===== config.mk =====
export PLATFORM = sky130hd
export DESIGN_NAME = instr_loader
export DESIGN_NICKNAME = d
export VERILOG_FILES = /design/src/rtl/instr_loader.sv
export SDC_FILE = /design/constraint.sdc
export NUM_CORES = 1
export LEC_CHECK = 0
export CELL_PAD_IN_SITES_DETAIL_PLACEMENT = 1
export CELL_PAD_IN_SITES_GLOBAL_PLACEMENT = 2
export CORE_ASPECT_RATIO = 0.9
export CORE_MARGIN = 3
export CORE_UTILIZATION = 25
export CTS_BUF_LIST = sky130_fd_sc_hd__clkbuf_16
export DETAILED_ROUTE_END_ITERATION = 6
export PLACE_DENSITY_LB_ADDON = 0.05
export SYNTH_ARGS = -nofsm -noshare
export SYNTH_HDL_FRONTEND = slang
export SYNTH_SLANG_ARGS = --single-unit

===== constraint.sdc =====
create_clock -name clk -period 4 [get_ports clk]
set_input_delay 0.8 -clock clk [delete_from_list [all_inputs] [get_ports clk]]
set_output_delay 0.8 -clock clk [all_outputs]
set_load 0.05 [all_outputs]

===== src/rtl/instr_loader.sv =====
// rtl/instr_loader.sv - framed byte-stream loader for the 18-bit instruction memory
module instr_loader #(
    parameter int ADDR_W = 8
) (
    input  logic              clk,
    input  logic              reset,
    input  logic              start,
    input  logic              in_valid,
    input  logic [7:0]        in_data,
    output logic              in_ready,
    output logic              im_we,
    output logic [ADDR_W-1:0] im_addr,
    output logic [17:0]       im_wdata,
    output logic              cpu_hold,
    output logic              busy,
    output logic              done,
    output logic              err
);
    localparam int DEPTH = 1 << ADDR_W;

    typedef enum logic [3:0] {
        S_IDLE, S_COUNT, S_B0, S_B1, S_B2, S_WRITE, S_CSUM, S_DONE, S_ERR
    } state_t;

    state_t            state;
    state_t            nxt;
    logic [ADDR_W-1:0] addr_cnt;
    logic [8:0]        word_cnt;
    logic [7:0]        sum;
    logic [1:0]        sm;
    logic [7:0]        d1;
    logic              accept;
    logic              csum_ok;
    logic              session_start;

    // in_ready is registered, so acceptance never depends combinationally on in_valid
    assign accept        = in_valid && in_ready;
    assign csum_ok       = (sum + in_data) == 8'd0;
    assign session_start = start && (state == S_IDLE || state == S_ERR);

    always_comb begin
        nxt = state;
        case (state)
            S_IDLE:  if (start) nxt = S_COUNT;
            S_COUNT: if (accept) begin
                if (int'(in_data) > DEPTH) nxt = S_ERR;
                else if (in_data == 8'd0)  nxt = S_CSUM;
                else                       nxt = S_B0;
            end
            S_B0:    if (accept) nxt = (in_data[7:2] != 6'd0) ? S_ERR : S_B1;
            S_B1:    if (accept) nxt = S_B2;
            S_B2:    if (accept) nxt = S_WRITE;
            S_WRITE: nxt = (word_cnt > 9'd1) ? S_B0 : S_CSUM;
            S_CSUM:  if (accept) nxt = csum_ok ? S_DONE : S_ERR;
            S_DONE:  nxt = S_IDLE;
            S_ERR:   if (start) nxt = S_COUNT;
            default: nxt = S_IDLE;
        endcase
    end

    always_ff @(posedge clk or posedge reset) begin
        if (reset) begin
            state    <= S_IDLE;
            in_ready <= 1'b0;
            im_we    <= 1'b0;
            im_addr  <= '0;
            im_wdata <= '0;
            cpu_hold <= 1'b0;
            busy     <= 1'b0;
            done     <= 1'b0;
            err      <= 1'b0;
            addr_cnt <= '0;
            word_cnt <= '0;
            sum      <= '0;
            sm       <= '0;
            d1       <= '0;
        end else begin
            state    <= nxt;
            in_ready <= (nxt == S_COUNT) || (nxt == S_B0) || (nxt == S_B1) ||
                        (nxt == S_B2) || (nxt == S_CSUM);
            im_we    <= (nxt == S_WRITE);
            cpu_hold <= (nxt != S_IDLE) && (nxt != S_DONE);
            busy     <= (nxt != S_IDLE) && (nxt != S_ERR);
            done     <= (nxt == S_DONE);
            err      <= (nxt == S_ERR);

            if (session_start) begin
                addr_cnt <= '0;
                word_cnt <= '0;
                sum      <= '0;
            end
            if (accept) sum <= sum + in_data;

            case (state)
                S_COUNT: if (accept) word_cnt <= {1'b0, in_data};
                S_B0:    if (accept) sm <= in_data[1:0];
                S_B1:    if (accept) d1 <= in_data;
                S_B2:    if (accept) begin
                    im_wdata <= {sm, d1, in_data};
                    im_addr  <= addr_cnt;
                end
                S_WRITE: begin
                    addr_cnt <= addr_cnt + 1'b1;
                    word_cnt <= word_cnt - 9'd1;
                end
                default: ;
            endcase
        end
    end
endmodule


=== Word-level counts from Yosys, hierarchy flattened ===
Cells that the tools add are included.

* Div/mod/pow operators: 0
* Reductions and logical operators: 20
* Shift operators: 0
* Order comparisons: 1
* Eq/ne operators: 17
* Muxes and demuxes: 17
* Add/subtract/negate cells: 3
* Multiply operators: 0
* Bitwise operators: 0

{| class="wikitable"
|+ Operators with widths
! operator !! number
|-
| 2-to-1 mux 4 bit || 8
|-
| == test 4 x 3 -> 1 bit, second input constant || 7
|-
| one-hot mux 4 bit (7 select lines) || 1
|-
| 2-to-1 mux 8 bit || 3
|-
| 2-to-1 mux 9 bit || 2
|-
| one-hot mux 9 bit (2 select lines) || 1
|-
| == test 4 x 2 -> 1 bit, second input constant || 4
|-
| logical NOT 8 bit || 2
|-
| greater-than comparator 9 x 1 -> 1 bit, second input constant || 1
|-
| subtractor 9 x 1 -> 9 bit, second input constant || 1
|-
| adder 8 x 1 -> 8 bit, second input constant || 1
|-
| adder 8 bit || 1
|-
| == test 4 x 1 -> 1 bit, second input constant || 2
|-
| == test 4 bit, second input constant || 2
|-
| 2-to-1 mux 3 bit || 2
|-
| AND reduction 2 bit || 3
|-
| nonzero test 6 bit || 1
|-
| logical OR 1 bit || 5
|-
| logical AND 1 bit || 4
|-
| logical NOT 4 bit || 1
|-
| inequality test 4 x 3 -> 1 bit, second input constant || 1
|-
| inequality test 4 bit, second input constant || 1
|-
| nonzero test 2 bit || 2
|-
| nonzero test 4 bit || 1
|-
| OR reduction 2 bit || 1
|}

* Bits in read-only memories: 0
* Register bits after elaboration: 71
* RAM bits: 0
* Memories kept: 0
* Latch bits: 0
* Bits of input ports: 12

=== Depth between registers and ports, before layout ===
Gate-level depths: netlist of the first run.

* Depth in word-level cells: 10
* Depth in mapped cells: 8
* Mapped depth without buffers: 8

=== Worst setup path after synthesis of the first run ===
OpenSTA, ideal clock, no wires.

* Path kind: input -> register
* Start point: input port in_data[0]
* End point: register state[1]
* Library setup time: 0.087 ns
* Cell stages on the path: 8
* Buffers on the path: 0
* Path slack: 1.152 ns
* Arrival time: 2.761 ns
* Cell sequence: ha_1 > fa_1 > a211oi_1 > nor4_1 > nor4b_1 > nand3_1 > or3b_1 > o211ai_1

* Longest elaborated chain between the ends: 5

{| class="wikitable"
|+ RTL lines
! item !! RTL line !! text
|-
| from (decl) || 9 || <nowiki>input logic [7:0] in_data,</nowiki>
|-
| adder 8 bit || 38 || <nowiki>assign csum_ok = (sum + in_data) == 8'd0;</nowiki>
|-
| logical NOT 8 bit || 38 ||
|-
| 2-to-1 mux 4 bit (2 in a row) || 54 || <nowiki>S_CSUM: if (accept) nxt = csum_ok ? S_DONE : S_ERR;</nowiki>
|-
| one-hot mux 4 bit (7 select lines) || 43 || <nowiki>case (state)</nowiki>
|-
| net nxt[1] || 26 || <nowiki>state_t nxt;</nowiki>
|-
| to (signal assigned) || 78 || <nowiki>state <= nxt;</nowiki>
|-
| to (decl) || 25 || <nowiki>state_t state;</nowiki>
|}

The timed path passes the listed nets, and every way through them passes these cells.
A chain may end at the register's enable or synchronous reset.

=== Final worst setup path of the first run ===
* Start point: input port in_data[0]
* End point: register err

* Longest elaborated chain between the ends: 6
* Elaborated cells on any way between the ends: 9
* Those cells by class: add/sub: 1; eq/ne: 1; mux: 5; reduce/logical: 2

{| class="wikitable"
|+ RTL lines
! item !! RTL line !! text
|-
| adder 8 bit || 38 ||
|-
| logical NOT 8 bit || 38 ||
|-
| 2-to-1 mux 4 bit (2 in a row) || 54 ||
|-
| one-hot mux 4 bit (7 select lines) (*) || 43 ||
|-
| == test 4 bit (*) || 85 || <nowiki>err <= (nxt == S_ERR);</nowiki>
|-
| to (signal assigned) || 85 ||
|-
| to (decl) || 17 || <nowiki>output logic err</nowiki>
|}

Every way passes the cells marked *; elsewhere a longest branch is shown, timed or not.

==> results.txt, run 1 <==
----------------------------------------------------
[Power]
  Proportion of total power due to net switching ... 0.425
  Combinational fraction of design power ... 0.441
  Power per cell area ... 794 nW/um^2
  Net switching power of the design ... 1.49 mW
  Maximum vdd ir drop ... 0.000296 V
  Proportion of power drawn by the clock network ... 0.226
  Total power ... 3.51 mW
  Proportion of power drawn by flip-flops and latches ... 0.332
  Static Leakage ... 1.98 nW
  Internal power component ... 2.02 mW

[Timing]
  Setup violators final ... 0
  Unrepaired setup endpoints after global routing ... false
  Worst-case hold slack ... 0.462 ns
  Final hold violation count ... 0
  Clock Skews ... 0.00621 ns
  Final Slew Violations ... 0
  Final critical-path share of the clock period ... 0.833
  Fin Setup TNS ... 0 ns
  Fmax ... 300 MHz
  Tightest Pin Transition ... 0.987 ns
  Final critical delay including setup and external delays ... 3.33 ns
  Worst-case headroom to the max-slew limit ... 0.338

[Clock tree]
  Clock-pin slew of the registers on the worst-case setup and hold paths ... 0.06 ns
  CTS Buf Count ... 9
  Clock Tree Root ... sky130_fd_sc_hd__clkbuf_16
  Largest buffer count on any clock path ... 2
  CTS sink count ... 71
  TritonCTS clock tree ... yes
  Post-CTS repair timing setup buffer count ... 0
  # H-tree levels ... 3
  Clock network latency to the later pin of the worst-skew pair ... 0.34 ns
  Cts repair resizes ... 0
  Post-cts hold buffer count ... 0

[Critical path]
  Sort of element at the start of the critical path ... primary input
  Crit-path max cell delay ... 0.55 ns
  Worst setup path startpoint ... in_data[0]
  Reg-to-reg slack, setup ... 1.21 ns
  Endpoint of the worst register-to-register path ... err
  Slowest library cell on the worst path ... sky130_fd_sc_hd__nor4b_1
  Cells along the critical path ... clkdlybuf4s50_1 -> ha_1 -> fa_1 -> a211oi_1 -> nor4_1 -> nor4b_1 -> nand4b_1 -> a31o_2
  Startpoint of the lowest-slack register-to-register path ... sum[0]
  Data required time of the worst path ... 4.23 ns
  Critical path capture point type ... register
  Critical-path maximum fanout ... 5
  Data arrival, critical path ... 3.57 ns
  Crit path kind ... primary input to register
  Depth of the worst register-to-register path ... 7

[Yosys]
  Most used DFF post-synth ... sky130_fd_sc_hd__dfrtp_1
  Synthesized area divided by synthesized cell count ... 9.43 sq um
  Synth unique cells ... 55
  Ranking of synthesized cells by area ... sky130_fd_sc_hd__dfrtp_1 (51%), sky130_fd_sc_hd__nand2_1 (11%), sky130_fd_sc_hd__ha_1 (3.6%)
  Post-synthesis compound-gate area fraction ... 0.129
  Synthesized-area fraction occupied by adder cells ... 0.0419
  Mapped Area ... 3460 sq um
  Mux cell area share after synthesis ... 0.0325
  Most area-hungry cell type in the Yosys netlist ... sky130_fd_sc_hd__dfrtp_1
  Count leader, synth ... sky130_fd_sc_hd__nand2_1
  Count of state elements after synthesis ... 71
  Proportion of synthesized chip area in sequential cells ... 0.513
  Area share of the leading cell type in the synthesized netlist ... 0.513
  Synthesized-area fraction occupied by xor and xnor cells ... 0.0152
  Post-Syn Instances ... 367
  Dominant combinational cell family by area after synthesis ... simple AND/OR/NAND/NOR gates
  Commonest cells in the synthesized netlist ... sky130_fd_sc_hd__nand2_1 (99), sky130_fd_sc_hd__dfrtp_1 (71), sky130_fd_sc_hd__nor2_1 (26), sky130_fd_sc_hd__o21ai_0 (23), sky130_fd_sc_hd__nand3_1 (20)
  Post-synthesis simple-gate area fraction ... 0.246
  Share of flip-flops with an asynchronous set or reset after synthesis ... 1.00
  Number of synthesized flops with an enable pin ... 0
  Total nets after synthesis ... 390
  Warnings from Yosys ... 0

[Detailed routing]
  Total DRC errors in the routed layout ... 0
  Wirelength, routed ... 10.3 mm
  Initial DRC Count ... 117
  Average detailed-routed wire length per instance ... 17.4 microns
  Via count of the routed design ... 2,869
  Remaining antenna violation count ... 0
  Vias per std cell ... 4.85
  Number of iterations in the first detailed-routing pass ... 4

[GRT]
  Number of global-route vias before repair ... 2,937
  Number of antenna violations at the first check in global routing ... 0
  Leftover overflow at the end of global routing ... 0
  Maximum number of pins on one net before global-route repair ... 37
  Total global-route track usage ... 0.143
  Wire length of the first global-routing pass ... 16.8 mm

[Floorplan]
  Initial Utilization ... 0.257
  Chip width ... 130 microns
  CORE AREA ... 13,500 sq um
  Area of the die ... 15,300 sq um
  Standard-cell rows ... 40
  Height of the die ... 118 microns
  IO Pins ... 44

[Placement]
  Gp weighted congestion ... 0.735
  Area after detailed placement ... 4130 sq um
  Total of buffers placed on input and output ports ... 43
  Post-detail-place hpwl ... 7.13 mm

[Finish]
  Layout cell share with drive strength beyond 1 ... 0.104
  Count of nets after finishing ... 441
  Growth of design area from synthesis to finish ... 27.7%
  Summed area of non-filler cells in the final layout ... 4420 sq um
  Core utilization of the finished layout ... 0.328
  Inserted Diodes ... 0

[Worst hold path]
  Hold_sp ... d1[7]
  Worst hold path cell count ... 2
  Class of the tightest hold or removal check ... register to register
  Worst Hold Endpoint ... im_wdata[15]

[Run status]
  Result of the run ... finished, final reports clean

[Job]
  Reported max-cap violation count ... 0

----------------------------------------------------
flip-flops by register name (all words and copies together), names as in the netlist, 2 cells and up:
name and count:
addr_cnt 8, d1 8, im_addr 8, im_wdata 18, sm 2, state 4
sum 8, word_cnt 9
worst max-delay path by stage:
| stage | endpoint | slack (ns) | cells after the start |
|---|---|---|---|
| 2_1_floorplan | state[1] | 1.15 | 8 |
| 3_3_place_gp | err | 0.38 | 8 |
| 3_5_place_dp | err | 0.26 | 8 |
| 4_1_cts | err | 0.63 | 8 |
| 5_1_grt | err | 0.46 | 8 |
| 6_report | err | 0.67 | 8 |
worst max-delay path: cells and delay by family:
kind                       cells  cell delay, ns
buffers and inverters          1            0.43
AOI/OAI and AO/OA              2            0.70
and+or+nand+nor                3            0.99
adders and majority gates      2            0.64
power groups by stage:
stage / logic [mW] / clock network [mW] / registers [mW]
2_1_floorplan: 0.784 / 0 / 1.46
3_3_place_gp: 1.56 / 0 / 1.18
3_5_place_dp: 1.57 / 0 / 1.18
4_1_cts: 1.57 / 0.827 / 1.17
5_1_grt: 1.70 / 0.857 / 1.21
6_report: 1.55 / 0.794 / 1.17
cell usage in the layout, fill, tap and decap left out, types with 2 or more instances in the layout:
master	netlist	layout
sky130_fd_sc_hd__clkinvlp_4	0	2
sky130_fd_sc_hd__clkdlybuf4s50_1	0	43
sky130_fd_sc_hd__nand2_1	99	99
sky130_fd_sc_hd__nand4_1	4	4
sky130_fd_sc_hd__dfrtp_1	71	71
sky130_fd_sc_hd__a22o_1	2	2
sky130_fd_sc_hd__a21oi_1	6	6
sky130_fd_sc_hd__xnor2_1	5	5
sky130_fd_sc_hd__o211ai_1	4	4
sky130_fd_sc_hd__buf_4	0	11
sky130_fd_sc_hd__nor4b_1	2	2
sky130_fd_sc_hd__o31ai_1	2	2
sky130_fd_sc_hd__nand2b_1	3	3
sky130_fd_sc_hd__o21ai_0	23	23
sky130_fd_sc_hd__clkinv_1	1	2
sky130_fd_sc_hd__a32oi_1	2	2
sky130_fd_sc_hd__a221o_1	2	2
sky130_fd_sc_hd__nor3_1	4	4
sky130_fd_sc_hd__clkbuf_16	0	9
sky130_fd_sc_hd__nor3b_1	6	6
sky130_fd_sc_hd__inv_1	5	4
sky130_fd_sc_hd__o21bai_1	2	2
sky130_fd_sc_hd__and2_1	2	2
sky130_fd_sc_hd__a211oi_1	2	2
sky130_fd_sc_hd__mux2_2	10	10
sky130_fd_sc_hd__a31oi_1	3	3
sky130_fd_sc_hd__clkinv_2	0	3
sky130_fd_sc_hd__nand3b_1	2	2
sky130_fd_sc_hd__nor4_1	3	3
sky130_fd_sc_hd__a41oi_1	2	2
sky130_fd_sc_hd__o2111ai_1	2	2
sky130_fd_sc_hd__nand3_1	20	20
sky130_fd_sc_hd__nor2_1	26	26
sky130_fd_sc_hd__ha_1	10	10
sky130_fd_sc_hd__nor2b_1	4	4
layer usage:
metal  track usage  routed length, microns  up-vias
li1              -                       -     1387
met1         0.220                    5520     1431
met2         0.195                    4340       39
met3        0.0318                     301       12
met4        0.0506                     142        0
met5             0                       0        -
metrics by stage:
stage	worst slack (ns)	std cells
after global placement	0.380	575
after global routing	0.462	591
final	0.666	591
after CTS	0.629	591
after detailed placement	0.263	575
after floorplan	1.15	367
cell families after synthesis:
kind of cell,count (synthesis)
buf+inv,20
xor+xnor,6
compound gates,64
fa+ha+maj,11
flops,71
simple gates,185
mux,10
layout make-up:
cell class | instances | area, sq um
flip-flops and latches | 71 | 1780
clock inverters | 7 | 63.8
fillers | 1532 | 9040
well taps | 168 | 210
multi-input cells | 276 | 1610
inverters | 6 | 22.5
clock buffers | 9 | 225
repair buffers | 54 | 513
No activity file was read; power rests on OpenSTA's default activity.
==> run 2: changes to the inputs <==
- clock period: 4 -> 2.9 ns (I/O delays scaled with it)
==> run 2 against run 1 <==
Global-route usage grew 0.34 points. Critical path depth increased by 1. Die area unchanged. Cell area rose by 5.5%. Total power is 43% higher. Hold slack gained 0.0044 ns. Sequential share of layout area is 2.1 points lower. Count of clock-buffer cells in the layout stayed put. Largest cell class unchanged.
==> results.txt, run 2 (synthesized netlist as in run 1, its figures left out) <==
----------------------------------------------------
[Finish]
  Largest registers ranked by flip-flop count ... im_wdata x18, word_cnt x9
  Layout cell share with drive strength beyond 1 ... 0.173
  Non-filler instance count after layout ... 620
  Count of nets after finishing ... 471
  Flip-flop count of the largest register after layout ... 18
  Core utilization of the finished layout ... 0.347
  Commonest non-fill, non-tap cells in the layout ... sky130_fd_sc_hd__nand2_1 (99), sky130_fd_sc_hd__dfrtp_1 (71), sky130_fd_sc_hd__clkdlybuf4s50_1 (42), sky130_fd_sc_hd__buf_4 (39), sky130_fd_sc_hd__nor2_1 (26)
  Filler cell count ... 1,529
  Inserted Diodes ... 0
  Register containing the most flip-flops in the final layout ... im_wdata
  Growth of design area from synthesis to finish ... 34.8%
  Most common cell after layout, fill and taps aside ... sky130_fd_sc_hd__nand2_1

[Detailed routing]
  Initial DRC Count ... 135
  Vias per std cell ... 4.77
  Remaining antenna violation count ... 0
  Average detailed-routed wire length per instance ... 16.9 microns
  Total DRC errors in the routed layout ... 0
  Number of iterations in the first detailed-routing pass ... 4
  Wirelength, routed ... 10.5 mm
  Via count of the routed design ... 2,956

[Timing]
  Clock Skews ... 0.00328 ns
  Final hold violation count ... 0
  Unrepaired setup endpoints after global routing ... false
  Worst-case headroom to the max-slew limit ... 0.535
  Final critical delay including setup and external delays ... 2.68 ns
  Final Slew Violations ... 0
  Tightest Pin Transition ... 0.697 ns
  Fmax ... 373 MHz
  Setup slack after layout ... 0.220 ns
  Final critical-path share of the clock period ... 0.924
  Setup violators final ... 0

[Critical path]
  Depth of the worst register-to-register path ... 9
  Data required time of the worst path ... 3.13 ns
  Crit path kind ... primary input to register
  Worst setup path startpoint ... in_data[1]
  Critical-path maximum fanout ... 5
  Reg-to-reg slack, setup ... 0.46 ns
  Endpoint of the worst register-to-register path ... err
  Startpoint of the lowest-slack register-to-register path ... sum[0]
  Data arrival, critical path ... 2.91 ns
  Critical path capture point type ... register
  Sort of element at the start of the critical path ... primary input
  Crit path to ... err

[GRT]
  Leftover overflow at the end of global routing ... 0
  Maximum number of pins on one net before global-route repair ... 72
  Number of antenna violations at the first check in global routing ... 0
  Total global-route track usage ... 0.147
  Number of global-route vias before repair ... 3,016
  Wire length of the first global-routing pass ... 17.3 mm

[Power]
  Static Leakage ... 2.12 nW
  Total power ... 5.01 mW
  Power per cell area ... 1070 nW/um^2
  Maximum vdd ir drop ... 0.000423 V

[Clock tree]
  Clock Tree Root ... sky130_fd_sc_hd__clkbuf_16
  CTS sink count ... 71
  Clock network latency to the later pin of the worst-skew pair ... 0.34 ns
  Largest buffer count on any clock path ... 2
  TritonCTS clock tree ... yes
  CTS Buf Count ... 9
  Post-cts hold buffer count ... 0
  # H-tree levels ... 3
  Clock-pin slew of the registers on the worst-case setup and hold paths ... 0.06 ns

[Placement]
  Gp weighted congestion ... 0.780
  Cell Count Post-Placement ... 603
  Pre-CTS WS ... -0.385 ns
  Post-detail-place hpwl ... 7.41 mm
  Total of buffers placed on input and output ports ... 43

[Floorplan]
  Height of the die ... 118 microns
  Initial Utilization ... 0.257
  CORE AREA ... 13,500 sq um
  Standard-cell rows ... 40
  Area of the die ... 15,300 sq um
  IO Pins ... 44
  Chip width ... 130 microns

[Run status]
  Result of the run ... finished, final reports clean

[Job]
  Reported max-cap violation count ... 0

[Worst hold path]
  Class of the tightest hold or removal check ... register to register

----------------------------------------------------
## run 2: per-layer routing
layer	share of wire	track usage	vias up
li1	-	-	1454
met1	0.54	0.226	1452
met2	0.42	0.197	37
met3	0.033	0.0377	13
met4	0.016	0.0487	0
met5	0	0	-
## run 2: where the power goes
group	total, mW	switching, mW	internal, mW	leakage [nW]
combinational	2.39	1.40	0.987	1.06
sequential	1.61	0.275	1.33	0.940
clock	1.02	0.447	0.569	0.117
total	5.01	2.12	2.89	2.12
## run 2: area by class of cell
cell class	instances	area (sq um)	area share
Clock buffer	9	225	0.0483
Clock inverter	6	38.8	0.00831
Inverter	6	22.5	0.00483
Multi-Input combinational cell	276	1630	0.349
Sequential cell	71	1780	0.381
Tap cell	168	210	0.0451
Timing Repair Buffer	84	766	0.164
## run 2: repair_timing
item,CTS,global route
setup buffers,0,2
gates resized for setup,0,6
endpoints found under the setup margin,3,8
pin swaps,2,3
endpoints found under the hold margin,0,0
## run 2: how the worst min path moves through the flow
stage / startpoint / endpoint / slack, ns / cells after the start
global route: d1[2] / im_wdata[10] / 0.49 / 2
finish: d1[5] / im_wdata[13] / 0.47 / 2
detailed placement: d1[5] / im_wdata[13] / 0.45 / 2
CTS: d1[5] / im_wdata[13] / 0.47 / 2
global placement: d1[7] / im_wdata[15] / 0.45 / 2
floorplan: d1[2] / im_wdata[10] / 0.43 / 2
## run 2: metrics by stage
stage / instance area (sq um) / setup TNS [ns] / hold slack [ns]
4_1_cts: 4630 / 0 / 0.469
6_report: 4670 / 0 / 0.466
5_1_grt: 4670 / 0 / 0.488
3_5_place_dp: 4370 / -2.64 / 0.453
2_1_floorplan: 3460 / 0 / 0.433
3_3_place_gp: 4370 / -2.53 / 0.446
## run 2: critical path: stages
cell	delay (ns)
sky130_fd_sc_hd__clkdlybuf4s50_1	0.49
sky130_fd_sc_hd__fa_2	0.43
sky130_fd_sc_hd__a211oi_2	0.18
sky130_fd_sc_hd__buf_4	0.14
sky130_fd_sc_hd__nor4_1	0.04
sky130_fd_sc_hd__nor4b_1	0.31
sky130_fd_sc_hd__buf_4	0.17
sky130_fd_sc_hd__nand4b_1	0.24
sky130_fd_sc_hd__a31o_2	0.32
==> run 3: changes to the inputs <==
- CTS_CLUSTER_SIZE: default -> 20
- TNS_END_PERCENT: default -> 100
==> results of run 3 <==
Final layout, timing and power as in run 2 (identical DEF).
